==> config.mk <==
export PLATFORM = sky130hd
export DESIGN_NAME = life_display
export DESIGN_NICKNAME = d
export VERILOG_FILES = /design/src/rtl/life_display.sv
export SDC_FILE = /design/constraint.sdc
export NUM_CORES = 1
export LEC_CHECK = 0
export ABC_AREA = 1
export BUFFER_PORTS_ARGS = -buffer_cell sky130_fd_sc_hd__buf_2
export CORE_MARGIN = 2
export CORE_UTILIZATION = 29
export DETAILED_ROUTE_END_ITERATION = 10
export GPL_TIMING_DRIVEN = 0
export SYNTH_ARGS = -nofsm -noshare
export SYNTH_HDL_FRONTEND = slang
export SYNTH_SLANG_ARGS = --single-unit
==> constraint.sdc <==
create_clock -name clk -period 1.8 [get_ports clk]
set_input_delay 0.18 -clock clk [delete_from_list [all_inputs] [get_ports clk]]
set_output_delay 0.18 -clock clk [all_outputs]
set_load 0.1 [all_outputs]
==> src/rtl/life_display.sv <==
// Heart-icon row for the info area plus the player's life counter.
// Optional blink of a vacated heart is compiled in when LIFE_BLINK_EN is defined.
module life_display #(
    parameter int          MAX_LIVES     = 5,
    parameter int          INIT_LIVES    = 3,
    parameter int          TOP_LEFT_X    = 16,
    parameter int          TOP_LEFT_Y    = 8,
    parameter int          ICON_PITCH    = 32,
    parameter int          BLINK_FRAMES  = 8,
    parameter int          BLINK_TOGGLES = 6,
    parameter logic [7:0]  HEART_COLOR   = 8'hE0
) (
    input  logic        clk,
    input  logic        resetN,
    input  logic [10:0] pixelX,
    input  logic [10:0] pixelY,
    input  logic        startOfFrame,
    input  logic        lifeLost,
    input  logic        lifeGained,
    input  logic        newGame,
    output logic        lifeRequest,
    output logic [7:0]  lifeRGB,
    output logic [2:0]  livesCount,
    output logic        noLives
);

    localparam int         PITCH_SHIFT = $clog2(ICON_PITCH);
    localparam logic [10:0] X0         = 11'(TOP_LEFT_X);
    localparam logic [10:0] Y0         = 11'(TOP_LEFT_Y);
    localparam logic [10:0] ROW_W      = 11'(MAX_LIVES * ICON_PITCH);
    localparam logic [10:0] OFF_MASK   = 11'(ICON_PITCH - 1);

    function automatic logic [15:0] heart_row(input logic [3:0] y);
        case (y)
            4'd0:    heart_row = 16'b0011110000111100;
            4'd1:    heart_row = 16'b0111111001111110;
            4'd2:    heart_row = 16'b1111111111111111;
            4'd3:    heart_row = 16'b1111111111111111;
            4'd4:    heart_row = 16'b1111111111111111;
            4'd5:    heart_row = 16'b1111111111111111;
            4'd6:    heart_row = 16'b1111111111111111;
            4'd7:    heart_row = 16'b0111111111111110;
            4'd8:    heart_row = 16'b0011111111111100;
            4'd9:    heart_row = 16'b0001111111111000;
            4'd10:   heart_row = 16'b0000111111110000;
            4'd11:   heart_row = 16'b0000011111100000;
            4'd12:   heart_row = 16'b0000001111000000;
            4'd13:   heart_row = 16'b0000000110000000;
            default: heart_row = 16'b0000000000000000;
        endcase
    endfunction

    logic [2:0] livesNext;

`ifdef LIFE_BLINK_EN
    localparam int FRAME_W = (BLINK_FRAMES > 1) ? $clog2(BLINK_FRAMES) : 1;
    localparam int TOG_W   = $clog2(BLINK_TOGGLES + 1);

    typedef enum logic {IDLE, BLINK} state_t;

    state_t             state, stateNext;
    logic [FRAME_W-1:0] frameCnt, frameNext;
    logic [TOG_W-1:0]   toggleCnt, togNext;
    logic               phase, phaseNext;
    logic [2:0]         blinkIdx, blinkIdxNext;

    always_ff @(posedge clk or negedge resetN) begin
        if (!resetN) begin
            state     <= IDLE;
            frameCnt  <= '0;
            toggleCnt <= '0;
            phase     <= 1'b0;
            blinkIdx  <= '0;
        end else begin
            state     <= stateNext;
            frameCnt  <= frameNext;
            toggleCnt <= togNext;
            phase     <= phaseNext;
            blinkIdx  <= blinkIdxNext;
        end
    end

    always_comb begin
        livesNext    = livesCount;
        stateNext    = state;
        frameNext    = frameCnt;
        togNext      = toggleCnt;
        phaseNext    = phase;
        blinkIdxNext = blinkIdx;
        if (newGame) begin
            livesNext = 3'(INIT_LIVES);
            stateNext = IDLE;
            frameNext = '0;
            togNext   = '0;
            phaseNext = 1'b0;
        end else if (lifeLost && !lifeGained && livesCount != 3'd0) begin
            livesNext    = livesCount - 3'd1;
            blinkIdxNext = livesCount - 3'd1;
            stateNext    = BLINK;
            frameNext    = '0;
            togNext      = TOG_W'(BLINK_TOGGLES);
            phaseNext    = 1'b1;
        end else if (lifeGained && !lifeLost) begin
            if (livesCount < 3'(MAX_LIVES))
                livesNext = livesCount + 3'd1;
            stateNext = IDLE;
        end else if (state == BLINK && startOfFrame) begin
            // A cancelled or ignored event still lets the frame tick advance the blink.
            if (frameCnt == FRAME_W'(BLINK_FRAMES - 1)) begin
                frameNext = '0;
                phaseNext = ~phase;
                togNext   = toggleCnt - TOG_W'(1);
                if (toggleCnt == TOG_W'(1))
                    stateNext = IDLE;
            end else begin
                frameNext = frameCnt + FRAME_W'(1);
            end
        end
    end
`else
    logic unusedSof;
    assign unusedSof = startOfFrame;

    always_comb begin
        livesNext = livesCount;
        if (newGame)
            livesNext = 3'(INIT_LIVES);
        else if (lifeLost && !lifeGained && livesCount != 3'd0)
            livesNext = livesCount - 3'd1;
        else if (lifeGained && !lifeLost && livesCount < 3'(MAX_LIVES))
            livesNext = livesCount + 3'd1;
    end
`endif

    always_ff @(posedge clk or negedge resetN) begin
        if (!resetN) begin
            livesCount <= 3'(INIT_LIVES);
            noLives    <= (INIT_LIVES == 0);
        end else begin
            livesCount <= livesNext;
            noLives    <= (livesNext == 3'd0);
        end
    end

    logic [10:0] relX, relY, idx, offX;
    logic [15:0] rowBits;
    logic        inRow, bitOn, solidOn, blinkOn, drawn;

    always_comb begin
        relX    = pixelX - X0;
        relY    = pixelY - Y0;
        idx     = relX >> PITCH_SHIFT;
        offX    = relX & OFF_MASK;
        inRow   = (pixelX >= X0) && (relX < ROW_W) && (pixelY >= Y0) && (relY < 11'd16);
        rowBits = heart_row(relY[3:0]);
        bitOn   = (offX < 11'd16) && rowBits[offX[3:0]];
        solidOn = idx < {8'b0, livesCount};
`ifdef LIFE_BLINK_EN
        blinkOn = (state == BLINK) && (idx == {8'b0, blinkIdx}) && phase;
`else
        blinkOn = 1'b0;
`endif
        drawn   = inRow && bitOn && (solidOn || blinkOn);
    end

    always_ff @(posedge clk or negedge resetN) begin
        if (!resetN) begin
            lifeRequest <= 1'b0;
            lifeRGB     <= '0;
        end else begin
            lifeRequest <= drawn;
            lifeRGB     <= drawn ? HEART_COLOR : 8'h00;
        end
    end

endmodule

### Yosys cells after proc, flatten, opt, wreduce, memory -nomap -nowiden

Memories as Yosys holds them, arrays and structs flattened.
Index checks and enable logic that the tools add are counted.

* register bits: 13
* bits in read-only memories: 256
* input bits: 28
* output and inout port bits: 13
* logic and storage cells: 37
* memories: 1

Memories
* (no name shown): words 16, bits a word 16, rd ports 1, clocked after memory_dff 0, wr ports 0, RTL line 34 `case (y)`

* add/sub/neg operators: 4
* magnitude comparators: 8
* mux-type cells: 6
* reductions and logical operators: 14

Operator list (count)
* >= comparator 11 x 4 -> 1 bit, second input constant: 1
* >= comparator 11 x 5 -> 1 bit, second input constant: 1
* < comparator 11 x 5 -> 1 bit, second input constant: 1
* < comparator 11 x 8 -> 1 bit, second input constant: 1
* subtractor 11 x 4 -> 11 bit, second input constant: 1
* subtractor 11 x 5 -> 11 bit, second input constant: 1
* logical AND 1 bit: 10
* 2-to-1 mux 3 bit: 3
* 2-to-1 mux 8 bit: 1
* < comparator 6 x 3 -> 1 bit: 1
* < comparator 4 x 5 -> 1 bit, second input constant: 1
* < comparator 5 bit, second input constant: 1
* binary-select mux 1 bit (select 4 bit): 1
* adder 3 x 1 -> 3 bit, second input constant: 1
* zero test 3 bit: 1
* < comparator 3 bit, second input constant: 1
* nonzero test 3 bit: 1
* subtractor 3 x 1 -> 3 bit, second input constant: 1
* zero test 1 bit: 2
* 2-to-1 mux 1 bit: 1

### Longest topological paths before layout

Gate-level depths: netlist of run 1.

* word-level depth: 8
* mapped depth: 15

### Least setup slack after synthesis of run 1

Ideal clock, no wire load.

* kind: register to register
* start: reg livesCount[2]
* end: reg lifeRGB[6]
* arrival: 1.971 ns
* required time: 1.729 ns
* path slack: -0.242 ns
* cell stages (with the launch flop): 12
* buffers on the path: 0
* clock period less this slack: 2.042 ns
* path through: dfrtp_1 inv_1 ha_1 inv_1 nand2_1 nor3_1 nand3_1 nor2_1 nand2_1 nor2_1 nand2_1 nor2_1

* word-level cells in the longest chain between the ends: 3

Ends and longest elaborated chain
* start, declared: RTL line 23 `output logic [2:0] livesCount,`
* start signal, assigned: RTL line 137 `livesCount <= 3'(INIT_LIVES);`
* start signal, assigned: RTL line 140 `livesCount <= livesNext;`
* < comparator 6 x 3 -> 1 bit: RTL line 157 `solidOn = idx < {8'b0, livesCount};`
* logical AND 1 bit: RTL line 163 `drawn = inRow && bitOn && (solidOn || blinkOn);`
* net drawn: RTL line 147 `logic inRow, bitOn, solidOn, blinkOn, drawn;`
* 2-to-1 mux 8 bit: RTL line 172 `lifeRGB <= drawn ? HEART_COLOR : 8'h00;`
* end signal, assigned: RTL line 172
* end, declared: RTL line 22 `output logic [7:0] lifeRGB,`

The timed path passes the listed nets, and every way through them passes these cells.

### Worst setup path after layout of run 1

* start: reg livesCount[0]
* end: reg noLives

* word-level cells in the longest chain between the ends: 6
* elaborated cells on any way between the ends: 10
* those cells by class: add/sub: 2; order compare: 1; mux: 3; reduce/logical: 4

Ends and longest elaborated chain
* < comparator 3 bit: RTL line 130 `else if (lifeGained && !lifeLost && livesCount < 3'(MAX_LIVES))`
* logical AND 1 bit: RTL line 130
* 2-to-1 mux 3 bit: RTL line 130
* 2-to-1 mux 3 bit (*): RTL line 128 `else if (lifeLost && !lifeGained && livesCount != 3'd0)`
* 2-to-1 mux 3 bit (*): RTL line 126 `if (newGame)`
* net livesNext[1]: RTL line 53 `logic [2:0] livesNext;`
* zero test 3 bit (*): RTL line 141 `noLives <= (livesNext == 3'd0);`
* end signal, assigned: RTL line 138 `noLives <= (INIT_LIVES == 0);`
* end signal, assigned: RTL line 141
* end, declared: RTL line 24 `output logic noLives`

The timed path passes the listed nets; every way through them passes the cells marked *.

==> results of run 1 <==
==> path summary, 6_finish.rpt <==
| check | to | slack [ns] |
|---|---|---|
| min | livesCount[2] | 0.14 |
| max reg2reg | noLives | 0.18 |
| max in group asynchronous | livesCount[0] | 1.31 |
| min reg2reg | livesCount[1] | 0.72 |
| max | noLives | 0.18 |
| min in group asynchronous | noLives | 0.28 |
==> flip-flops by register name, indices dropped and copies added, names as in the netlist <==
name        count
noLives         1
lifeRGB         1
livesCount      3
==> power by group <==
part,switching (mW),total (mW),internal (mW),leakage [nW]
clock network,0.0463,0.130,0.0838,0.0150
registers,0.0141,0.142,0.128,0.0608
logic,0.235,0.340,0.105,0.633
==> cell usage after synthesis (all sizes together) <==
cell / instances / area, um2
conb: 1 / 3.75
a21oi: 7 / 38.8
buf: 9 / 71.3
nand2: 32 / 123
dfstp: 2 / 52.6
ha: 7 / 87.6
nand4: 6 / 37.5
nand3: 25 / 153
o21ai: 10 / 61.3
xnor2: 2 / 17.5
inv: 31 / 121
nor3: 1 / 5.00
and2: 2 / 12.5
nor2: 15 / 68.8
dfrtp: 3 / 75.1
==> area by class of cell <==
cell class	count	area (um2)	share of cell area (%)
clock buffer	4	26.3	2.16
tap	44	55.1	4.53
timing repair buffer	34	175	14.4
sequential	5	136	11.2
buffer	9	71.3	5.87
inverter	31	121	9.99
multi-input combinational	112	629	51.8
==> routing by layer <==
| metal | vias to the layer above | global-route usage, % |
|---|---|---|
| li1 | 563 | - |
| met1 | 422 | 15.2 |
| met2 | 37 | 18.3 |
| met3 | 0 | 1.28 |
| met4 | 0 | 2.80 |
| met5 | - | 0 |
==> repair_timing <==
action / 4_1_cts / 5_1_grt
hold buffers: 1 / 0
endpoints found under the setup margin: 0 / 1
resized for setup: 0 / 3
endpoints found under the hold margin: 5 / 0
==> cell families after synthesis <==
| logic type | Yosys count | synth area share, % |
|---|---|---|
| flops | 5 | 13.7 |
| compound gates | 17 | 10.8 |
| simple gates | 81 | 43.0 |
| fa+ha+maj | 7 | 9.43 |
| buf+inv | 40 | 20.8 |
| other cells | 1 | 0.404 |
| xor+xnor | 2 | 1.89 |
==> worst register-to-register path: stages, from the launching register on <==
cell	delay, ns
dfstp_4	0.65
inv_1	0.09
ha_1	0.29
inv_1	0.07
nand4_1	0.12
nand3_2	0.10
nand3_2	0.07
inv_1	0.05
nand2_1	0.06
nor2_2	0.07
==> impl_metrics.ini, run 1 <==
[run_status]
outcome = completed

[synth]
netlist_area_um2 = 928
seq_area_frac_synth_pct = 13.7
postSynthCellCount = 153
ys_warn_count = 0
synth_seq_cells = 5
synth_cell_types = 26
syn_avg_cell_area_um2 = 6.07

[timing]
max_freq_mhz = 616
tns_ns = 0
rsz0062_at_grt = no
slew_viol_final = 0
finalCritPeriodShare_pct = 90.2
setup_ws_ns = 0.176
holdWs_ns = 0.136
fin_crit_ns = 1.62
hold_violations = 0
final.setup_skew_ns = 0.00267
finalSetupViolations = 0

[floorplanning]
num_rows = 20
die-height_um = 60.6
dieArea_um2 = 3670
core_um2 = 3050
initial_core_util_pct = 30.4
die_w_um = 60.6
ioPinCount = 41

[finish]
final_cell_mix = buf_2 (33), nand2_1 (31), inv_1 (28), nand3_1 (21), nor2_1 (11)
drive_above_1_share_pct = 33.3
syn_to_final_growth_pct = 30.9
nets = 231
final_util_pct = 39.8
fillCellCount = 350
design_area_um2 = 1210
layout_commonest_cell = buf_2
final_cells = 239
diodes = 0

[worst_hold_path]
min_path_type = input pin to flop
min_path_cells = 2
min_from = newGame

[route]
wl_met2_um = 884
drtIter0Drc = 45
routed-via-count = 1022
drc = 0
drt_pass1_iterations = 4
met1_length_um = 960
ant_nets = 0
via_per_inst = 4.28
routed_wl_mm = 1.96
met3_wirelength_um = 119
drt-wirelength-per-cell_um = 8.22
routed.top_layer = met3

[power]
power.density_nw_per_um2 = 504
power.total_mw = 0.613
p_leak_nw = 0.709
vdd_drop_max_uv = 148

[clock_network]
clk_pin_slew_worst_paths_ns = 0.04
clk_latency_ns = 0.24
cts_root_buf = clkbuf_4
numCtsBuffers = 3
numClockSinks = 5
post_cts_buffers = 0
h-tree-depth = 1
cts_tree = yes
cts_buffer_depth = 2

[setup_path]
r2r_start = livesCount[0]
cp_cell_sequence = inv_1, ha_1, inv_1, nand4_1, nand3_2, nand3_2, inv_1, nand2_1, nor2_2
cp-startpoint = livesCount[0]
crit_family = flip-flops
critPathLaunchType = flop
slowest_delay_ns = 0.65
path_depth = 9
crit_top_cell = inv_1
critPathKind = flop to flop
crit_slowest_cell = dfstp_4
crit_fanout = 6
required_ns = 1.98
rr_worst_depth = 9
worstPathArrival_ns = 1.80
crit_path_end_kind = flop
cp_num_buf_inv = 3

[global_routing]
grt_max_degree = 10
grt_usage_pct = 11.0
grt_pass1_wl_mm = 3.19
grt.overflow.total = 0
antenna_found_initial = 0
grt_pass1_vias = 803

[job]
drv_cap = 0

[place]
dpl.cell_count = 234
portBuffers = 33
place.gp.congestion = 0.836
dp_worst_setup_slack_ns = 0.0593
placed_area_um2 = 1170
place_hpwl_mm = 1.70
Note: power is estimated with default switching activity, not from simulation.
==> inputs of run 2 (changes only) <==
--- a/config.mk
+++ b/config.mk
@@ -5,7 +5,6 @@
 export SDC_FILE = /design/constraint.sdc
 export NUM_CORES = 1
 export LEC_CHECK = 0
-export ABC_AREA = 1
 export BUFFER_PORTS_ARGS = -buffer_cell sky130_fd_sc_hd__buf_2
 export CORE_MARGIN = 2
 export CORE_UTILIZATION = 29
==> constraint.sdc (replaced) <==
create_clock -name clk -period 1.75 [get_ports clk]
set_input_delay 0.175 -clock clk [delete_from_list [all_inputs] [get_ports clk]]
set_output_delay 0.175 -clock clk [all_outputs]
set_load 0.1 [all_outputs]
==> run 2 against run 1 <==
Register-to-register slack got worse by 0.32 ns. Die area fell by 15%. Synthesized cell count fell by 37%. The run now ends with negative setup slack left. Core utilization rose by 5.2 points. Via count fell by 15%. Sequential power rose by 8%. Wire length rose by 6.9%. Final cell count fell by 28%. Highest routed layer unchanged. Count of clock-buffer cells in the layout did not move. Largest cell class unchanged. Sequential share of layout area rose by 0.79 points. Design area fell by 6.6%.
==> impl_metrics.ini, run 2 <==
[run_status]
outcome = finished with violations
violations = negative setup slack

[synth]
netlist_area_um2 = 781
synth_common_cells = inv_1 (10), buf_4 (8), ha_1 (7), nand2_1 (7), xnor2_1 (5)
ys_warn_count = 0
synth_seq_cells = 5
synth_top_area_share_pct = 11.2
synth_edf_count = 0
synth-main-ff-cell = dfrtp_1
postSynthCellCount = 97
synth_largest_area_cell = ha_1
syn_avg_cell_area_um2 = 8.05
synth_cell_types = 47
async_flop_share_pct = 100
yosysMostFrequentCell = inv_1
seq_area_frac_synth_pct = 16.3
yosys-top-cells-area = ha_1 (11%), dfrtp_1 (9.6%), buf_4 (7.7%)

[place]
place_hpwl_mm = 1.53
dp_worst_setup_slack_ns = -0.359
place.gp.congestion = 0.876
placed_area_um2 = 1010
dpl.cell_count = 164
portBuffers = 33

[clock_network]
clk_latency_ns = 0.24
cts_buffer_depth = 2
numCtsBuffers = 3
cts_tree = yes
h-tree-depth = 1
clk_pin_slew_worst_paths_ns = 0.04
numClockSinks = 5
cts_root_buf = clkbuf_4

[floorplanning]
ioPinCount = 41
dieArea_um2 = 3120
initial_core_util_pct = 31.0
num_rows = 18
core_um2 = 2520
die_w_um = 55.9
die-height_um = 55.9

[finish]
final_cells = 173
top_register = livesCount
layout_commonest_cell = buf_2
drive_above_1_share_pct = 45.5
syn_to_final_growth_pct = 45.4
final_cell_mix = buf_2 (34), buf_4 (12), inv_1 (9), nand2_1 (7)
fillCellCount = 269
largestRegisters = livesCount (3), lifeRGB (1), noLives (1)
largest_reg_flops = 3
diodes = 0
nets = 179
design_area_um2 = 1130

[setup_path]
crit_family = flip-flops
required_ns = 1.90
cp-startpoint = livesCount[1]
crit_path_end_kind = flop
crit_fanout = 4
critPathKind = flop to flop
r2r_start = livesCount[1]
crit_slowest_cell = dfstp_4
worstPathArrival_ns = 2.04
slowest_delay_ns = 0.63
cp_cell_sequence = inv_4, buf_4, ha_4, a211oi_4, nand2_1, a31o_1, nor4b_2
critPathLaunchType = flop
cp_num_buf_inv = 2

[timing]
max_freq_mhz = 529
hold_violations = 0
final.setup_skew_ns = 0.00329
tns_ns = -0.352
holdWs_ns = 0.141
slew_viol_final = 0
setup_ws_ns = -0.139
rsz0062_at_grt = yes
fin_crit_ns = 1.89
finalSetupViolations = 4
finalCritPeriodShare_pct = 108

[worst_hold_path]
min_from = newGame
min_path_type = input pin to flop

[route]
routed-via-count = 865
via_per_inst = 5.00
drtIter0Drc = 16
drc = 0
drt_pass1_iterations = 5
routed_wl_mm = 2.10
drt-wirelength-per-cell_um = 12.1
ant_nets = 0

[global_routing]
grt_pass1_wl_mm = 3.18
antenna_found_initial = 0
grt.overflow.total = 0
grt_max_degree = 11
grt_pass1_vias = 756
grt_usage_pct = 12.6

[power]
p_leak_nw = 0.540
power.density_nw_per_um2 = 609
vdd_drop_max_uv = 463

[job]
drv_cap = 0
-- run 2: cell count changes in the layout (fill, tap and decap cells not counted), moves of 4 or more --
cell / change
nand2_1: -24
nand4_1: -5
nand3_1: -20
inv_1: -19
nor2_1: -8
buf_4: +4
-- run 2: metrics by stage --
| stage | power (mW) | utilization (%) |
|---|---|---|
| floorplan | 0.417 | - |
| global placement | 0.494 | 40.1 |
| detailed placement | 0.498 | 40.1 |
| CTS | 0.661 | 43.3 |
| global route | 0.738 | 45.0 |
| finish | 0.691 | 45.0 |
-- run 2: kinds of logic (layout without fill, tap and decap cells) --
family | Yosys count | in the layout | synth area share, %
AO/OA/AOI/OAI | 27 | 27 | 25.8
other | 1 | 5 | 0.480
XOR/XNOR | 5 | 5 | 5.61
flip-flops | 5 | 5 | 16.3
adder cells (fa/ha/maj) | 7 | 7 | 11.2
AND/OR/NAND/NOR | 30 | 30 | 23.6
buffers and inverters | 22 | 64 | 17.0
-- run 2: where the power goes --
group / internal [mW] / switching [mW] / leakage, nW
logic: 0.146 / 0.260 / 0.464
registers: 0.137 / 0.0157 / 0.0610
clock network: 0.0861 / 0.0463 / 0.0150
-- run 2: worst paths after layout --
check	cells after the start	slack [ns]	endpoint
worst max-delay path	7	-0.14	noLives
worst min-delay path	2	0.14	livesCount[2]
worst max register to register	7	-0.14	noLives
worst min register to register	3	0.78	livesCount[1]
max in group asynchronous	2	1.27	livesCount[1]
min in group asynchronous	2	0.27	noLives
-- run 2: worst register-to-register path, delay by kind of cell, from the launching register on --
kind,cells,cell delay [ns]
flops,1,0.63
buf+inv,2,0.19
simple gates,2,0.29
fa+ha+maj,1,0.16
compound gates,2,0.53
-- run 2: layout make-up --
class | count | area [um2] | area share (%)
Tap cell | 30 | 37.5 | 3.31
Clock buffer | 4 | 26.3 | 2.32
Multi-Input combinational cell | 74 | 594 | 52.4
Inverter | 11 | 43.8 | 3.86
Buffer | 11 | 91.3 | 8.05
Timing Repair Buffer | 38 | 205 | 18.1
Sequential cell | 5 | 136 | 12.0
-- run 2: routing by layer --
metal	global-route usage, %	part of all wire [%]
met5	0	0
met4	7.48	0
met1	16.2	44
met2	20.7	51
met3	0.698	4.9
-- run 2: what timing repair did --
| action | in CTS | in global routing |
|---|---|---|
| setup buffers | 2 | 2 |
| gates resized for setup | 6 | 4 |
| cloned | 0 | 0 |
| endpoints found under the setup margin | 2 | 4 |
| hold endpoints to repair | 5 | 0 |
| hold buffers | 1 | 0 |
| pin swaps | 5 | 6 |
